File: src/rtl/div_pkg.sv
// div_pkg: shared encodings and constants for the EX-stage DIV/HI/LO controller
package div_pkg;
   localparam int DATA_W    = 16;
   localparam int TIMEOUT   = 31;
   localparam int RST_QUIET = 20;
   localparam int CNT_W     = 5;
   localparam logic [DATA_W-1:0] LO_DIV0 = 16'hFFFF;
   localparam logic [DATA_W-1:0] MIN_NEG = 16'h8000;
   typedef enum logic [2:0] {QUIET, IDLE, ISSUE, WAIT, DRAIN} state_t;
endpackage

File: src/rtl/div_sign_fix.sv
// div_sign_fix: conditional two's-complement negate, used as abs() on operands and sign restore on results
module div_sign_fix
   import div_pkg::*;
(
   input  logic [DATA_W-1:0] a,
   input  logic              neg,
   output logic [DATA_W-1:0] y
);
   assign y = neg ? -a : a;
endmodule

File: src/rtl/div_hilo_ctrl.sv
// div_hilo_ctrl: sequences signed DIV through a magnitude-only divider, owns HI/LO and the EX stall
module div_hilo_ctrl
   import div_pkg::*;
(
   input  logic              clk,
   input  logic              rst,
   input  logic              ex_div_req,
   input  logic              ex_flush,
   input  logic [DATA_W-1:0] ex_rs,
   input  logic [DATA_W-1:0] ex_rt,
   input  logic              ex_mthi,
   input  logic              ex_mtlo,
   output logic [DATA_W-1:0] hi_out,
   output logic [DATA_W-1:0] lo_out,
   output logic              stall,
   output logic              div_err,
   output logic              div_start,
   output logic [DATA_W-1:0] div_dividend,
   output logic [DATA_W-1:0] div_divisor,
   input  logic              div_ready,
   input  logic [31:0]       div_result
);
   state_t            state, next_state;
   logic [CNT_W-1:0]  quiet_cnt, to_cnt;
   logic              neg_q, neg_r, done;
   logic [DATA_W-1:0] abs_rs, abs_rt, q_fix, r_fix;
   logic              req, fast_zero, fast_min, fast, commit, to_hit, timeout, issue;

   div_sign_fix u_abs_rs (.a(ex_rs),              .neg(ex_rs[DATA_W-1]), .y(abs_rs));
   div_sign_fix u_abs_rt (.a(ex_rt),              .neg(ex_rt[DATA_W-1]), .y(abs_rt));
   div_sign_fix u_fix_q  (.a(div_result[31:16]),  .neg(neg_q),           .y(q_fix));
   div_sign_fix u_fix_r  (.a(div_result[15:0]),   .neg(neg_r),           .y(r_fix));

   // done marks the instruction still sitting in EX after its commit/abandon so it is not re-issued
   assign req       = ex_div_req && !ex_flush && !done;
   assign fast_zero = ex_rt == '0;
   assign fast_min  = ex_rt == MIN_NEG;
   assign fast      = fast_zero || fast_min;
   assign issue     = state == IDLE && req && !fast;
   assign commit    = state == WAIT && div_ready && !ex_flush;
   assign to_hit    = to_cnt == CNT_W'(TIMEOUT - 1);
   assign timeout   = state == WAIT && !div_ready && !ex_flush && to_hit;

   always_ff @(posedge clk)
      state <= rst ? QUIET : next_state;

   always_comb begin
      next_state = state;
      case (state)
         QUIET:   next_state = quiet_cnt == CNT_W'(RST_QUIET - 1) ? IDLE : QUIET;
         IDLE:    next_state = issue ? ISSUE : IDLE;
         ISSUE:   next_state = ex_flush ? DRAIN : WAIT;
         WAIT:    next_state = ex_flush ? DRAIN : div_ready ? IDLE : to_hit ? QUIET : WAIT;
         DRAIN:   next_state = (div_ready || to_hit) ? IDLE : DRAIN;
         default: next_state = QUIET;
      endcase
   end

   always_comb begin
      div_start = state == ISSUE;
      stall     = state == QUIET || state == ISSUE || state == WAIT || issue ||
                  (state == DRAIN && ex_div_req);
   end

   always_ff @(posedge clk) begin
      if (rst) begin
         quiet_cnt    <= '0;
         to_cnt       <= '0;
         div_err      <= 1'b0;
         done         <= 1'b0;
         neg_q        <= 1'b0;
         neg_r        <= 1'b0;
         div_dividend <= '0;
         div_divisor  <= '0;
         hi_out       <= '0;
         lo_out       <= '0;
      end else begin
         quiet_cnt <= state == QUIET ? quiet_cnt + 1'b1 : '0;
         to_cnt    <= (next_state == state && (state == WAIT || state == DRAIN)) ? to_cnt + 1'b1 : '0;
         div_err   <= timeout;
         done      <= (commit || timeout) ? 1'b1 : state == IDLE ? 1'b0 : done;
         if (issue) begin
            div_dividend <= abs_rs;
            div_divisor  <= abs_rt;
            neg_q        <= ex_rs[DATA_W-1] ^ ex_rt[DATA_W-1];
            neg_r        <= ex_rs[DATA_W-1];
         end
         if (state == IDLE && req && fast) begin
            lo_out <= fast_zero ? LO_DIV0 : {{(DATA_W-1){1'b0}}, ex_rs == MIN_NEG};
            hi_out <= (fast_min && ex_rs == MIN_NEG) ? '0 : ex_rs;
         end else if (state == IDLE && !ex_div_req) begin
            if (ex_mthi) hi_out <= ex_rs;
            if (ex_mtlo) lo_out <= ex_rs;
         end else if (commit) begin
            lo_out <= q_fix;
            hi_out <= r_fix;
         end
      end
   end
endmodule
File: config.mk
export PLATFORM = sky130hd
export DESIGN_NAME = div_hilo_ctrl
export DESIGN_NICKNAME = d
export VERILOG_FILES = /design/src/rtl/div_pkg.sv /design/src/rtl/div_sign_fix.sv /design/src/rtl/div_hilo_ctrl.sv
export SDC_FILE = /design/constraint.sdc
export NUM_CORES = 1
export LEC_CHECK = 0
export CAP_MARGIN = 10
export CORE_MARGIN = 5
export CORE_UTILIZATION = 53
export CTS_BUF_LIST = sky130_fd_sc_hd__clkbuf_2 sky130_fd_sc_hd__clkbuf_4 sky130_fd_sc_hd__clkbuf_8
export DETAILED_ROUTE_END_ITERATION = 7
export PLACE_DENSITY = 0.95
export REMOVE_ABC_BUFFERS = 1
export SYNTH_ARGS = -nofsm -noshare
export SYNTH_HDL_FRONTEND = slang
export SYNTH_SLANG_ARGS = --single-unit
File: constraint.sdc
create_clock -name clk -period 5.85 [get_ports clk]
set_input_delay 0.585 -clock clk [delete_from_list [all_inputs] [get_ports clk]]
set_output_delay 0.585 -clock clk [all_outputs]
set_load 0.01 [all_outputs]
# Yosys cells after proc, flatten, opt, wreduce, memory -nomap -nowiden
# Index checks and enable logic that the tools add are counted.
# totals
reg_bits	81
in_bits	71
output_inout_bits	67
word_cells	90
# classes
n_addsub	6
eq_ne	11
n_mux	24
bitwise_logic	3
n_reduce_logical	35
# ops
operator	n
2-to-1 mux 16 bit	14
negation 16 bit	4
== test 16 bit (second input constant)	2
zero test 16 bit	1
case mux 3 bit (5 select lines)	1
logical AND 1 bit	14
adder 5 x 1 -> 5 bit (second input constant)	2
== test 5 bit (second input constant)	2
2-to-1 mux 3 bit	3
logical OR 1 bit	8
== test 3 x 2 -> 1 bit (second input constant)	2
2-to-1 mux 2 bit	3
!= test 3 bit (second input constant)	2
zero test 1 bit	5
AND reduction 2 bit	2
OR reduction 2 bit	2
== test 3 x 1 -> 1 bit (second input constant)	1
== test 3 bit	1
== test 3 bit (second input constant)	1
zero test 3 bit	1
2-to-1 mux 1 bit	3
nonzero test 3 bit	1
inverter 1 bit	2
nonzero test 2 bit	1
bitwise XOR 1 bit	1

# Depth between registers and ports, before layout
# logic_depth
depth_word	11
depth_mapped	9
mapped_depth_nobuf	8

# By module
# Synthesis repeated with hierarchy kept, for this count alone.
# hier_totals
hier_cells	625
area_unflattened_um2	5185.0
# by_module_without_submodules
module	n_inst	cells_per_inst	area_per_inst_um2	seq_area_each_um2
div_hilo_ctrl	1	421	3588.4	1621.6
div_sign_fix	4	51	399.1	0.0

# Worst setup path after synthesis
# No wires, ideal clock.
# synth_path
path_kind	input port to output port
start	in ex_rt[6]
end	out stall
t_arrival_ps	2284
t_required_ps	5265
path_slack_ps	2981
path_stages	5
n_path_buf	1
path_cell_list	or4_4 > or3_1 > buf_6 > o31ai_1 > nand2_1
# synth_via
elab_chain_len	6
word_cells_on_any_way	7
cone_classes	eq/ne: 1; reduce/logical: 6
# synth_lines
item	line_no	text
start, declared	div_hilo_ctrl.sv:10	input logic [DATA_W-1:0] ex_rt,
== test 16 bit / zero test 16 bit (equally long branches)	div_hilo_ctrl.sv:37, div_hilo_ctrl.sv:36	
logical OR 1 bit *	div_hilo_ctrl.sv:38	assign fast = fast_zero || fast_min;
zero test 1 bit *	div_hilo_ctrl.sv:39	assign issue = state == IDLE && req && !fast;
logical AND 1 bit *	div_hilo_ctrl.sv:39	
logical OR 1 bit * (2 in a row)	div_hilo_ctrl.sv:61	stall = state == QUIET || state == ISSUE || state == WAIT || issue ||
end, declared	div_hilo_ctrl.sv:15	output logic stall,
# Mark *: on every way between the ends. The rest lies on a longest branch, timed or not.

# Worst setup path after layout
# Ends and elaborated chain as after synthesis.

==> flow_summary.json <==
{
  "hold_path.class": "reg -> reg",
  "clock_latency_ps": 340,
  "grt_max_degree": 64,
  "final_cell_area_um2": 6150,
  "setup_tns_ps": 0,
  "fmax_ghz": 0.2344,
  "instances_no_fill": 779,
  "num_antenna_cells": 0,
  "cp-start-kind": "primary input",
  "final_cell_mix": "clkdlybuf4s50_1, dfxtp_1, nor2_1",
  "cts_tree": "yes",
  "critical_path.slowest_cell": "o31ai_1",
  "ir_drop_mv": 0.1284,
  "clkSinkCount": 81,
  "pwr-share-clk": 0.378,
  "vias": 4689,
  "crit_chain": "clkdlybuf4s50_1, or4_4, or3_1, o31ai_1, nand2_1, clkdlybuf4s50_1",
  "worst_pin_slew_ps": 1159,
  "grt_pass1_vias": 4532,
  "avgSynthCellArea_um2": 8.353,
  "netlist_area_um2": 4619,
  "cap_violations": 0,
  "cts_max_level": 3,
  "start_util": 0.5376,
  "crit_arrival_ps": 3680,
  "die_area_um2": 10680,
  "skew_ps": 12.15,
  "final_nets": 744,
  "io-pin-count": 138,
  "combPwrFrac": 0.125,
  "end_kind": "output port",
  "cts_made_buffers": 9,
  "synth_edf_count": 0,
  "hpwl_um": 10530,
  "final_common_cell": "clkdlybuf4s50_1",
  "worst-path-buf-inv": 2,
  "netlist_instances": 553,
  "path_class": "in -> out",
  "post_cts_buffers": 0,
  "fillers": 658,
  "place_congestion": 0.8895,
  "async_flop_share": 0,
  "drt_wl_total_um": 13910,
  "p_sw_frac": 0.2550,
  "first_pass_iters": 5,
  "drc": 0,
  "cts_buffer_depth": 2,
  "cp_max_fo": 9,
  "crit_required_ps": 5270,
  "synth_cell_type_count": 58,
  "groute.usage.overall": 0.2569,
  "areaGrowthSynthToFinish_pct": 33.13,
  "synth_ff_type": "dfxtp_1",
  "fin_ws_ps": 1584,
  "power.net_switching_mw": 0.2845,
  "hold_buffers": 0,
  "antenna_found_initial": 0,
  "seq_area_frac_synth": 0.3510,
  "fin_crit_sh": 0.7293,
  "cts_resized": 0,
  "dpl_cell_area_um2": 5944,
  "setup_violations": 0,
  "cp_top_family": "simple AND/OR/NAND/NOR gates",
  "wl_per_cell_um": 17.86,
  "grt_overflow_total": 0,
  "ys_warn_count": 0,
  "drive_gt1_frac": 0.07303,
  "p_seq_frac": 0.497,
  "rows": 34,
  "rsz0062_at_grt": "no",
  "path_clk_slew_ps": 80,
  "vias_per_cell": 6.019,
  "die_h_um": 103.4,
  "slowest_delay_ps": 900,
  "grt_pass1_wl_um": 22000,
  "drtIter0Drc": 346,
  "relSlewSlack": 0.2246,
  "p_per_area_nw_per_um2": 181.4,
  "core_area_um2": 8593,
  "root_buffer": "clkbuf_8",
  "path_common_cell": "clkdlybuf4s50_1",
  "fin_crit_ps": 4266,
  "p_int_mw": 0.8312,
  "place_inst": 763,
  "slew_viol_final": 0,
  "port_buffers": 137,
  "p_leak_nw": 2.029,
  "synth-seq-cells": 81,
  "die_x_um": 103.4,
  "status": "finished clean",
  "finalHoldViolCount": 0,
  "dp_slack_ps": 1603,
  "antenna_left": 0
}
-- flip-flops by register name, indices dropped and copies added (netlist names), 3 cells and up --
name	flops
quiet_cnt	5
div_dividend	16
hi_out	16
to_cnt	5
lo_out	16
div_divisor	16
state	3
-- stage by stage --
| stage | util | total power, mW | hold slack, ps |
|---|---|---|---|
| final | 0.7156 | 1.116 | 457.0 |
| after global routing | 0.7156 | 1.149 | 483.5 |
| after CTS | 0.7156 | 1.117 | 457.9 |
| after detailed placement | 0.6918 | 0.7042 | 445.1 |
| after global placement | 0.6918 | 0.7004 | 429.3 |
| after floorplan | - | 0.6139 | 417.5 |
-- kinds of logic after synthesis --
group	count (synthesis)	share of synthesized area
fa+ha+maj	7	0.01896
simple gates	191	0.2072
compound gates	162	0.2478
flops	81	0.3510
mux	4	0.008668
xor+xnor	60	0.1138
buf+inv	48	0.05255
-- synth_stat cells, types with 5 or more instances --
cell      number  area (um^2)
nor3_1        17        85.08
nand3_1        6        30.03
xor2_1        38        332.8
dfxtp_1       81         1622
nor2_1        72        270.3
a211oi_1      36        270.3
or3_1          9        56.30
o21ai_0       29        145.1
o31ai_1       18        135.1
nand2_1       39        146.4
a21oi_1       33        165.2
or4_1          6        45.04
xnor2_1       22        192.7
a22oi_1        6        45.04
or2_2          5        31.28
ha_1           7        87.58
a221oi_1       8        70.07
buf_6          5        56.30
o41ai_1        8        70.07
nand2b_1       5        31.28
clkbuf_1      26        97.59
inv_1         10        37.54
-- path summary, 6_finish.rpt --
path	startpoint	endpoint	slack (ps)	cells past startpoint
max	ex_rt[6]	stall	1580	6
min	quiet_cnt[0]	quiet_cnt[0]	460	1
max reg2reg	state[1]	hi_out[15]	2790	6
min reg2reg	quiet_cnt[0]	quiet_cnt[0]	460	1
-- power groups by stage --
stage	Combinational (mW)	Clock (mW)	Sequential (mW)
3_3_place_gp	0.133	0	0.567
5_1_grt	0.150	0.445	0.555
2_1_floorplan	0.0470	0	0.567
6_report	0.140	0.422	0.554
3_5_place_dp	0.137	0	0.567
4_1_cts	0.138	0.425	0.554
-- layout make-up --
cell class	instances	area, um^2	share of cell area
clock buffer	10	137.6	0.02238
multi-input combinational	424	2761	0.4490
clock inverter	6	67.56	0.01099
tap	108	135.1	0.02197
sequential	81	1622	0.2637
inverter	10	37.54	0.006104
timing repair buffer	140	1389	0.2258
-- layer usage --
metal,global-route usage,wire [um],share of wire,vias to the layer above
met5,0,0,0,-
met4,0.07470,346,0.025,0
met3,0.05097,1067,0.077,30
met2,0.4397,6939,0.50,196
met1,0.3275,5557,0.40,2215
li1,-,-,-,2248
Power figures use the tool's default switching activity.
